### src/rtl/gpu_run_seq_if.sv
// rtl/gpu_run_seq_if.sv - control, issue-handshake and status bundle for gpu_run_seq
//   master: drives go/single_step/single_go/bus_hog and stall/instr_done/pipe_busy
//   slave : drives issue_en/single_stop/halted/hog_req/step_count/drain_to
interface gpu_run_seq_if #(
    parameter int CNT_W = 16
);
    logic             go;
    logic             single_step;
    logic             single_go;
    logic             bus_hog;
    logic             stall;
    logic             instr_done;
    logic             pipe_busy;
    logic             issue_en;
    logic             single_stop;
    logic             halted;
    logic             hog_req;
    logic [CNT_W-1:0] step_count;
    logic             drain_to;

    modport master (
        output go, single_step, single_go, bus_hog, stall, instr_done, pipe_busy,
        input  issue_en, single_stop, halted, hog_req, step_count, drain_to
    );

    modport slave (
        input  go, single_step, single_go, bus_hog, stall, instr_done, pipe_busy,
        output issue_en, single_stop, halted, hog_req, step_count, drain_to
    );
endinterface

### src/rtl/gpu_run_seq.sv
// rtl/gpu_run_seq.sv - run/single-step/drain sequencer gating GPU instruction issue
//   clk, reset       : clock, synchronous active-high reset
//   bus.go/single_step/single_go/bus_hog : control-register levels and step pulse
//   bus.stall/instr_done/pipe_busy       : issue-stage and pipeline feedback
//   bus.issue_en     : combinational issue permit
//   bus.single_stop/halted/hog_req/step_count/drain_to : registered status
module gpu_run_seq #(
    parameter int CNT_W     = 16,
    parameter int DRAIN_MAX = 63
) (
    input  logic         clk,
    input  logic         reset,
    gpu_run_seq_if.slave bus
);
    localparam logic [2:0] S_IDLE  = 3'd0;
    localparam logic [2:0] S_RUN   = 3'd1;
    localparam logic [2:0] S_PARK  = 3'd2;
    localparam logic [2:0] S_STEP  = 3'd3;
    localparam logic [2:0] S_WAIT  = 3'd4;
    localparam logic [2:0] S_DRAIN = 3'd5;

    localparam int DC_W = $clog2(DRAIN_MAX + 1);

    logic [2:0]       state, state_n;
    logic             pending, pending_n;
    logic [DC_W-1:0]  drain_cnt, drain_cnt_n;
    logic [CNT_W-1:0] step_count, step_count_n;
    logic             drain_to, drain_to_n;
    logic             single_stop, halted, hog_req;
    logic             issue_en;

    // Reset gating keeps issue_en low even when state is stale during reset.
    assign issue_en = !reset && !bus.stall && (state == S_RUN || state == S_STEP);

    always_comb begin
        state_n      = state;
        pending_n    = pending;
        drain_cnt_n  = drain_cnt;
        step_count_n = step_count;
        drain_to_n   = 1'b0;

        case (state)
            S_IDLE: begin
                if (bus.go) begin
                    state_n      = bus.single_step ? S_PARK : S_RUN;
                    step_count_n = '0;
                end
            end
            S_RUN: begin
                if (!bus.go)
                    state_n = S_DRAIN;
                else if (bus.single_step)
                    state_n = S_WAIT;
            end
            S_PARK: begin
                if (!bus.go)
                    state_n = S_DRAIN;
                else if (!bus.single_step)
                    state_n = S_RUN;
                else if (bus.single_go || pending) begin
                    state_n   = S_STEP;
                    pending_n = 1'b0;
                end
            end
            S_STEP: begin
                if (bus.single_go)
                    pending_n = 1'b1;
                // An issue always completes the step, even if go drops the same cycle;
                // WAIT then routes to DRAIN.
                if (!bus.stall) begin
                    step_count_n = step_count + CNT_W'(1);
                    state_n      = S_WAIT;
                end else if (!bus.go) begin
                    state_n = S_DRAIN;
                end
            end
            S_WAIT: begin
                if (bus.single_go)
                    pending_n = 1'b1;
                if (bus.instr_done || !bus.pipe_busy) begin
                    if (!bus.go)
                        state_n = S_DRAIN;
                    else if (bus.single_step)
                        state_n = S_PARK;
                    else
                        state_n = S_RUN;
                end
            end
            S_DRAIN: begin
                if (!bus.pipe_busy) begin
                    state_n = S_IDLE;
                end else if (drain_cnt == DC_W'(DRAIN_MAX - 1)) begin
                    // This is the DRAIN_MAX-th drain cycle: give up on the pipeline.
                    state_n    = S_IDLE;
                    drain_to_n = 1'b1;
                end else begin
                    drain_cnt_n = drain_cnt + DC_W'(1);
                end
            end
            default: state_n = S_IDLE;
        endcase

        if (state_n != state && (state_n == S_IDLE || state_n == S_RUN))
            pending_n = 1'b0;
        if (state_n == S_DRAIN && state != S_DRAIN)
            drain_cnt_n = '0;
    end

    always_ff @(posedge clk) begin
        if (reset) begin
            state       <= S_IDLE;
            pending     <= 1'b0;
            drain_cnt   <= '0;
            step_count  <= '0;
            drain_to    <= 1'b0;
            single_stop <= 1'b0;
            halted      <= 1'b1;
            hog_req     <= 1'b0;
        end else begin
            state       <= state_n;
            pending     <= pending_n;
            drain_cnt   <= drain_cnt_n;
            step_count  <= step_count_n;
            drain_to    <= drain_to_n;
            // Status bits follow the current state, so they lag it by one cycle.
            single_stop <= (state == S_PARK);
            halted      <= (state == S_IDLE);
            hog_req     <= bus.bus_hog && (state == S_RUN || state == S_STEP);
        end
    end

    assign bus.issue_en    = issue_en;
    assign bus.single_stop = single_stop;
    assign bus.halted      = halted;
    assign bus.hog_req     = hog_req;
    assign bus.step_count  = step_count;
    assign bus.drain_to    = drain_to;
endmodule

### src/flat_wrapper.sv
// flat-port wrapper written by rule: the top's interface ports become plain ports
module gpu_run_seq_flat 
#(
    parameter int CNT_W     = 16,
    parameter int DRAIN_MAX = 63
)
  (clk, reset, bus_go, bus_single_step, bus_single_go, bus_bus_hog, bus_stall, bus_instr_done, bus_pipe_busy, bus_issue_en, bus_single_stop, bus_halted, bus_hog_req, bus_step_count, bus_drain_to);
  gpu_run_seq_if #(.CNT_W(CNT_W)) bus_i ();
  input  logic clk;
  input  logic reset;
  input wire logic [$bits(bus_i.go)-1:0] bus_go;
  input wire logic [$bits(bus_i.single_step)-1:0] bus_single_step;
  input wire logic [$bits(bus_i.single_go)-1:0] bus_single_go;
  input wire logic [$bits(bus_i.bus_hog)-1:0] bus_bus_hog;
  input wire logic [$bits(bus_i.stall)-1:0] bus_stall;
  input wire logic [$bits(bus_i.instr_done)-1:0] bus_instr_done;
  input wire logic [$bits(bus_i.pipe_busy)-1:0] bus_pipe_busy;
  output wire logic [$bits(bus_i.issue_en)-1:0] bus_issue_en;
  output wire logic [$bits(bus_i.single_stop)-1:0] bus_single_stop;
  output wire logic [$bits(bus_i.halted)-1:0] bus_halted;
  output wire logic [$bits(bus_i.hog_req)-1:0] bus_hog_req;
  output wire logic [$bits(bus_i.step_count)-1:0] bus_step_count;
  output wire logic [$bits(bus_i.drain_to)-1:0] bus_drain_to;
  assign bus_i.go = bus_go;
  assign bus_i.single_step = bus_single_step;
  assign bus_i.single_go = bus_single_go;
  assign bus_i.bus_hog = bus_bus_hog;
  assign bus_i.stall = bus_stall;
  assign bus_i.instr_done = bus_instr_done;
  assign bus_i.pipe_busy = bus_pipe_busy;
  assign bus_issue_en = bus_i.issue_en;
  assign bus_single_stop = bus_i.single_stop;
  assign bus_halted = bus_i.halted;
  assign bus_hog_req = bus_i.hog_req;
  assign bus_step_count = bus_i.step_count;
  assign bus_drain_to = bus_i.drain_to;
  gpu_run_seq #(.CNT_W(CNT_W), .DRAIN_MAX(DRAIN_MAX)) u_core (.clk(clk), .reset(reset), .bus(bus_i));
endmodule
### config.mk
export PLATFORM = sky130hd
export DESIGN_NAME = gpu_run_seq_flat
export DESIGN_NICKNAME = d
export VERILOG_FILES = /design/src/rtl/gpu_run_seq_if.sv /design/src/rtl/gpu_run_seq.sv /design/src/flat_wrapper.sv
export SDC_FILE = /design/constraint.sdc
export NUM_CORES = 1
export LEC_CHECK = 0
export ABC_AREA = 1
export BUFFER_PORTS_ARGS = -buffer_cell sky130_fd_sc_hd__buf_2
export CAP_MARGIN = 5
export CORE_ASPECT_RATIO = 1.5
export CORE_MARGIN = 1.5
export CORE_UTILIZATION = 30
export CTS_CLUSTER_SIZE = 30
export DETAILED_ROUTE_END_ITERATION = 16
export GPL_ROUTABILITY_DRIVEN = 0
export SYNTH_ARGS = -nofsm -noshare
export SYNTH_HDL_FRONTEND = slang
export SYNTH_SLANG_ARGS = --single-unit
### constraint.sdc
create_clock -name clk -period 1.2 [get_ports clk]
set_input_delay 0.12 -clock clk [delete_from_list [all_inputs] [get_ports clk]]
set_output_delay 0.12 -clock clk [all_outputs]
set_load 0.05 [all_outputs]
# After elaboration in Yosys (flattened, before gate mapping)
# Index checks and enable logic that the tools add are counted.
# Widths: inputs -> output; s select.
[op_classes] addsub=2 n_eq_ne=16 n_mux=23 n_bitwise=3 n_reduce_logical=23
[ops] cell="$mux 3" n=12
[ops] cell="$mux 16" n=2
[ops] cell="$pmux 16 s2" n=1
[ops] cell="$pmux 3 s6" n=1
[ops] cell="$add 16x1->16 const B" n=1
[ops] cell="$eq 3x3->1 const B" n=3
[ops] cell="$ne 2x2->1 const B" n=4
[ops] cell="$add 6x1->6 const B" n=1
[ops] cell="$eq 3x1->1 const B" n=2
[ops] cell="$eq 3x2->1 const B" n=2
[ops] cell="$eq 6x6->1 const B" n=1
[ops] cell="$logic_not 3->1" n=2
[ops] cell="$reduce_and 3->1" n=2
[ops] cell="$reduce_or 2->1" n=3
[ops] cell="$logic_and 1x1->1" n=5
[ops] cell="$mux 1" n=5
[ops] cell="$reduce_and 5->1" n=1
[ops] cell="$logic_or 1x1->1" n=4
[ops] cell="$ne 2x1->1 const B" n=2
[ops] cell="$reduce_bool 2->1" n=2
[ops] cell="$logic_not 1->1" n=3
[ops] cell="$ne 3x3->1" n=1
[ops] cell="$ne 3x3->1 const B" n=1
[ops] cell="$not 1->1" n=3
[ops] cell="3 further kinds" n=3
[totals] ff_bits=30 input_bits=9 out_inout_bits=21 word_cells=75

# Depth between registers and ports, before layout
[logic_depth] ltp_word=9 ltp_mapped=11 mapped_depth_nobuf=10

# Worst setup path after synthesis
# No wires, ideal clock.
[synth_timing] path_kind="reg2out" startpoint="register u_core.state[2]" endpoint="output port bus_issue_en" arrival_time_ns=1.994 required_ns=1.080 setup_slack_ns=-0.914 stages_incl_launch_ff=3 n_path_buf=1 cell_sequence="dfxtp_1 -> buf_6 -> nor4_1"
[synth_via] elab_chain_len=3 word_cells_on_any_way=4 classes_between="eq/ne: 2; reduce/logical: 2"
[synth_rtl] item="start: declaration" line_no="gpu_run_seq.sv:24" rtl="logic [2:0] state, state_n;"
[synth_rtl] item="start signal: assignment" line_no="gpu_run_seq.sv:120" rtl="state <= state_n;"
[synth_rtl] item="$eq 3x1->1 / $eq 3x2->1 (equally long branches)" line_no="gpu_run_seq.sv:33" rtl="assign issue_en = !reset && !bus.stall && (state == S_RUN || state == S_STEP);"
[synth_rtl] item="$logic_or 1x1->1 (*)" line_no="gpu_run_seq.sv:33"
[synth_rtl] item="$logic_and 1x1->1 (*)" line_no="gpu_run_seq.sv:33"
[synth_rtl] item="end: declaration" line_no="flat_wrapper.sv:18" rtl="output wire logic [$bits(bus_i.issue_en)-1:0] bus_issue_en;"
# Mark *: on every way between the ends. The rest lies on a longest branch, timed or not.

# Worst setup path in the final report
[layout_timing] startpoint="register u_core.state[0]" endpoint="register u_core.step_count[7] (netlist: u_core.bus.step_count[7])"
[layout_via] elab_chain_len=3 word_cells_on_any_way=7 classes_between="eq/ne: 3; mux: 1; reduce/logical: 3"
[layout_rtl] item="$eq 3x2->1 / $logic_not 3->1 (equally long branches)" line_no="gpu_run_seq.sv:42" rtl="case (state)"
[layout_rtl] item="$ne 2x2->1 (no source line) / $reduce_bool 2->1 (equally long branches)"
[layout_rtl] item="$reduce_and 3->1 (no source line)"
[layout_rtl] item="end signal: assignment" line_no="gpu_run_seq.sv:123" rtl="step_count <= step_count_n;"
[layout_rtl] item="end: declaration" line_no="gpu_run_seq.sv:27" rtl="logic [CNT_W-1:0] step_count, step_count_n;"
# Several ways; a longest one is shown, not always the timed one.
# A chain may end at the register's enable or synchronous reset.

==> flow_summary.ini <==
[run_status]
run_status = finished, violations left
failed_checks = negative setup slack

[run]
cap_violations = 0

[finish]
fin_nets = 374
antennaDiodeCount = 0
mostFrequentLayoutCell = nand2_1
layout-drive-gt1-share_pct = 54.0
area_delta_synth_final_pct = 65.5
most-common-layout-cells = 52 x nand2_1, 48 x buf_4, 33 x inv_1

[clock_tree]
worst_setup_hold_path_clk_slew_ns = 0.07
cts_made_buffers = 5
tritoncts_clock_tree = yes
cts.htree.levels = 2
clk-insertion-delay-late_ns = 0.29
clock_tree.buffer_depth = 2
clk_root_buffer_cell = clkbuf_8
cts_num_sinks = 30

[floorplanning]
initial_core_util_pct = 31.4
io_pins = 30
placeableCoreArea_um2 = 5870
rows = 34
die_height_um = 99.0
fp.dieW_um = 67.0
die-area_um2 = 6630

[placed_design]
portBuffers = 29
detailedPlacementHpwl_mm = 3.87

[logic_synthesis]
synthesis.yosys.warnings = 0
synthesis.area_per_instance_um2 = 6.87
synthCells = 268
synthTopCellsByArea = dfxtp_1 33%, nand2_1 12%, inv_1 7.7%
synth.yosys.seq_area_share_pct = 32.6
yosysUniqueCellTypes = 32
synth_largest_type_area_fraction_pct = 32.6
synth.largest_area_cell = dfxtp_1
mappedNetlistNets = 280
ys_seq_elements = 30
synthesis.area_um2 = 1840

[sta]
worst_setup_margin_ns = -0.244
fin_crit_ns = 1.44
max_slew_margin_pct = 76.4
slew_violations = 0
finalSetupViolations = 25
max_freq_ghz = 0.692
grt_setup_unrepaired = true
slew_at_the_pin_closest_to_its_max_slew_limit_ns = 0.355
clock_skew_ns = 0.00505
final.setup.tns_ns = -3.41
finalCritPeriodShare_pct = 120
finalHoldViolCount = 0
final.hold.worst_slack_ns = 0.0681

[worst_setup_path]
cp-start-kind = flip-flop
crit_type = reg -> reg
worst_ep_arrival_time_ns = 1.67
crit_path_frequent_cell = nand2_4
critical_path.top_delay_family = simple AND/OR/NAND/NOR gates
rr_startpoint = u_core.state[0]
worst_setup_endpoint = u_core.bus.step_count[7]
critical_path_buf_inv_count = 1
timing.critical_path.depth = 8
worstPathCellList = buf_6, nand2_4, nor2_8, nand2_4, nand2_8, nand4_1, a21oi_2, o21a_1
cp_max_fo = 7
critPathMaxStageDelay_ns = 0.42
worst_setup_path_startpoint = u_core.state[0]
critical_path.endpoint_type = flip-flop
critPathRequiredTime_ns = 1.43
critical-path-slowest-cell = dfxtp_4
ff2ff_setup_slack_ns = -0.24
worstReg2RegEnd = u_core.bus.step_count[7]
cells_on_worst_reg2reg_path = 8

[drt]
vias_per_cell = 4.78
initial_drt_markers = 109
totalWireLength_mm = 5.54
drt.antenna.violating_nets = 0
via_count = 2080
routed_wire_length_per_instance_um = 12.7
number_of_iterations_in_the_first_detailed_routing_pass = 4
drc_errors = 0

[power]
pwr_density_cell_nw_per_um2 = 988
leakage_nw = 1.32
irDropWorstVdd_mv = 0.685

[global_route]
globalRoute.totalOverflow = 0
antenna_found_initial = 0
grt_max_degree = 12
grt_util_all_layers_pct = 17.5
grt_pass1_vias = 2026
grt_pass1_wl_mm = 8.91

[hold_path]
hold_class = in -> reg
report_power, final:
| group | total (W) | switching, W | internal, W | leakage (nW) |
|---|---|---|---|---|
| registers | 0.00105 | 0.0000493 | 0.00100 | 0.256 |
| logic | 0.000989 | 0.000532 | 0.000457 | 1.01 |
| clock network | 0.000969 | 0.000434 | 0.000535 | 0.0529 |
| total | 0.00301 | 0.00101 | 0.00200 | 1.32 |
cell families after synthesis:
family | after synthesis | synth area share [%]
and+or+nand+nor | 150 | 41.3
adders and majority gates | 3 | 2.04
xor gates and xnor gates | 4 | 1.90
DFF | 30 | 32.6
buffers and inverters | 47 | 12.1
AOI/OAI and AO/OA | 34 | 10.1
sequential cells by signal (all words and copies together), names as in the netlist:
name / cells
u_core.bus.drain_to: 1
u_core.bus.halted: 1
u_core.bus.hog_req: 1
u_core.bus.single_stop: 1
u_core.bus.step_count: 16
u_core.drain_cnt: 6
u_core.pending: 1
u_core.state: 3
cell usage after synthesis:
master	count
ha_1	3
nor3_1	5
nor4_1	2
nand2_4	2
o21a_1	1
a211oi_2	1
nor2_4	2
buf_6	4
nor2_1	32
nand4_1	12
clkbuf_1	1
a21o_1	1
nand3_1	19
nand2_1	58
nor3_4	1
buf_12	1
o21ai_1	2
xor2_1	2
and2_1	1
nand4_4	1
dfxtp_1	30
xnor2_1	2
o21ai_0	7
nand3_4	1
nand2_2	6
o21bai_1	1
inv_2	3
a21oi_1	21
nor2_2	5
nor2_8	1
inv_1	38
nand3_2	2
worst min-delay path by stage:
stage                               to  cells past startpoint  slack [ns]   startpoint
detailed placement  u_core.bus.hog_req                      3        0.37  bus_bus_hog
floorplan           u_core.bus.hog_req                      2        0.26  bus_bus_hog
finish              u_core.bus.hog_req                      3        0.07  bus_bus_hog
global route        u_core.bus.hog_req                      3        0.07  bus_bus_hog
global placement    u_core.bus.hog_req                      3        0.37  bus_bus_hog
CTS                 u_core.bus.hog_req                      3        0.06  bus_bus_hog
per-layer routing:
| metal | GRT usage (%) | vias to the layer above | wire (um) |
|---|---|---|---|
| met5 | 0 | - | 0 |
| met4 | 9.11 | 0 | 201 |
| met3 | 3.42 | 22 | 191 |
| met2 | 31.1 | 50 | 3050 |
| met1 | 18.9 | 952 | 2090 |
| li1 | - | 1056 | - |
tightest hold or removal path: cells and delay by family:
family / cells / cell delay (ns)
buffers and inverters: 1 / 0.09
and+or+nand+nor: 2 / 0.10
through the flow:
step | power (W) | std cells | utilization [%] | instance area (um2) | worst slack (ns)
CTS | 0.00290 | 433 | 49.0 | 2880 | -0.257
floorplan | 0.00144 | 268 | - | 1960 | -0.128
detailed placement | 0.00169 | 412 | 42.8 | 2510 | -0.335
finish | 0.00301 | 435 | 51.9 | 3050 | -0.244
global placement | 0.00169 | 412 | 42.8 | 2510 | -0.313
global route | 0.00318 | 435 | 51.9 | 3050 | -0.326
what timing repair did:
action                                 in CTS  in global routing
setup endpoints to repair                  29                 28
gates cloned                                1                  0
resized for setup                          43                 43
endpoints found under the hold margin       0                  0
hold buffers                                0                  0
pin swaps                                  21                 30
buffers inserted                           12                  5
area by class of cell:
type                    count  area (um2)
multi-input cells         192        1320
fillers                   553        2820
repair buffers             92         707
clock inverters             2        13.8
clock buffers               6        93.8
inverters                  41         169
flip-flops and latches     30         658
well taps                  72        90.1
No activity file was read; power rests on OpenSTA's default activity.
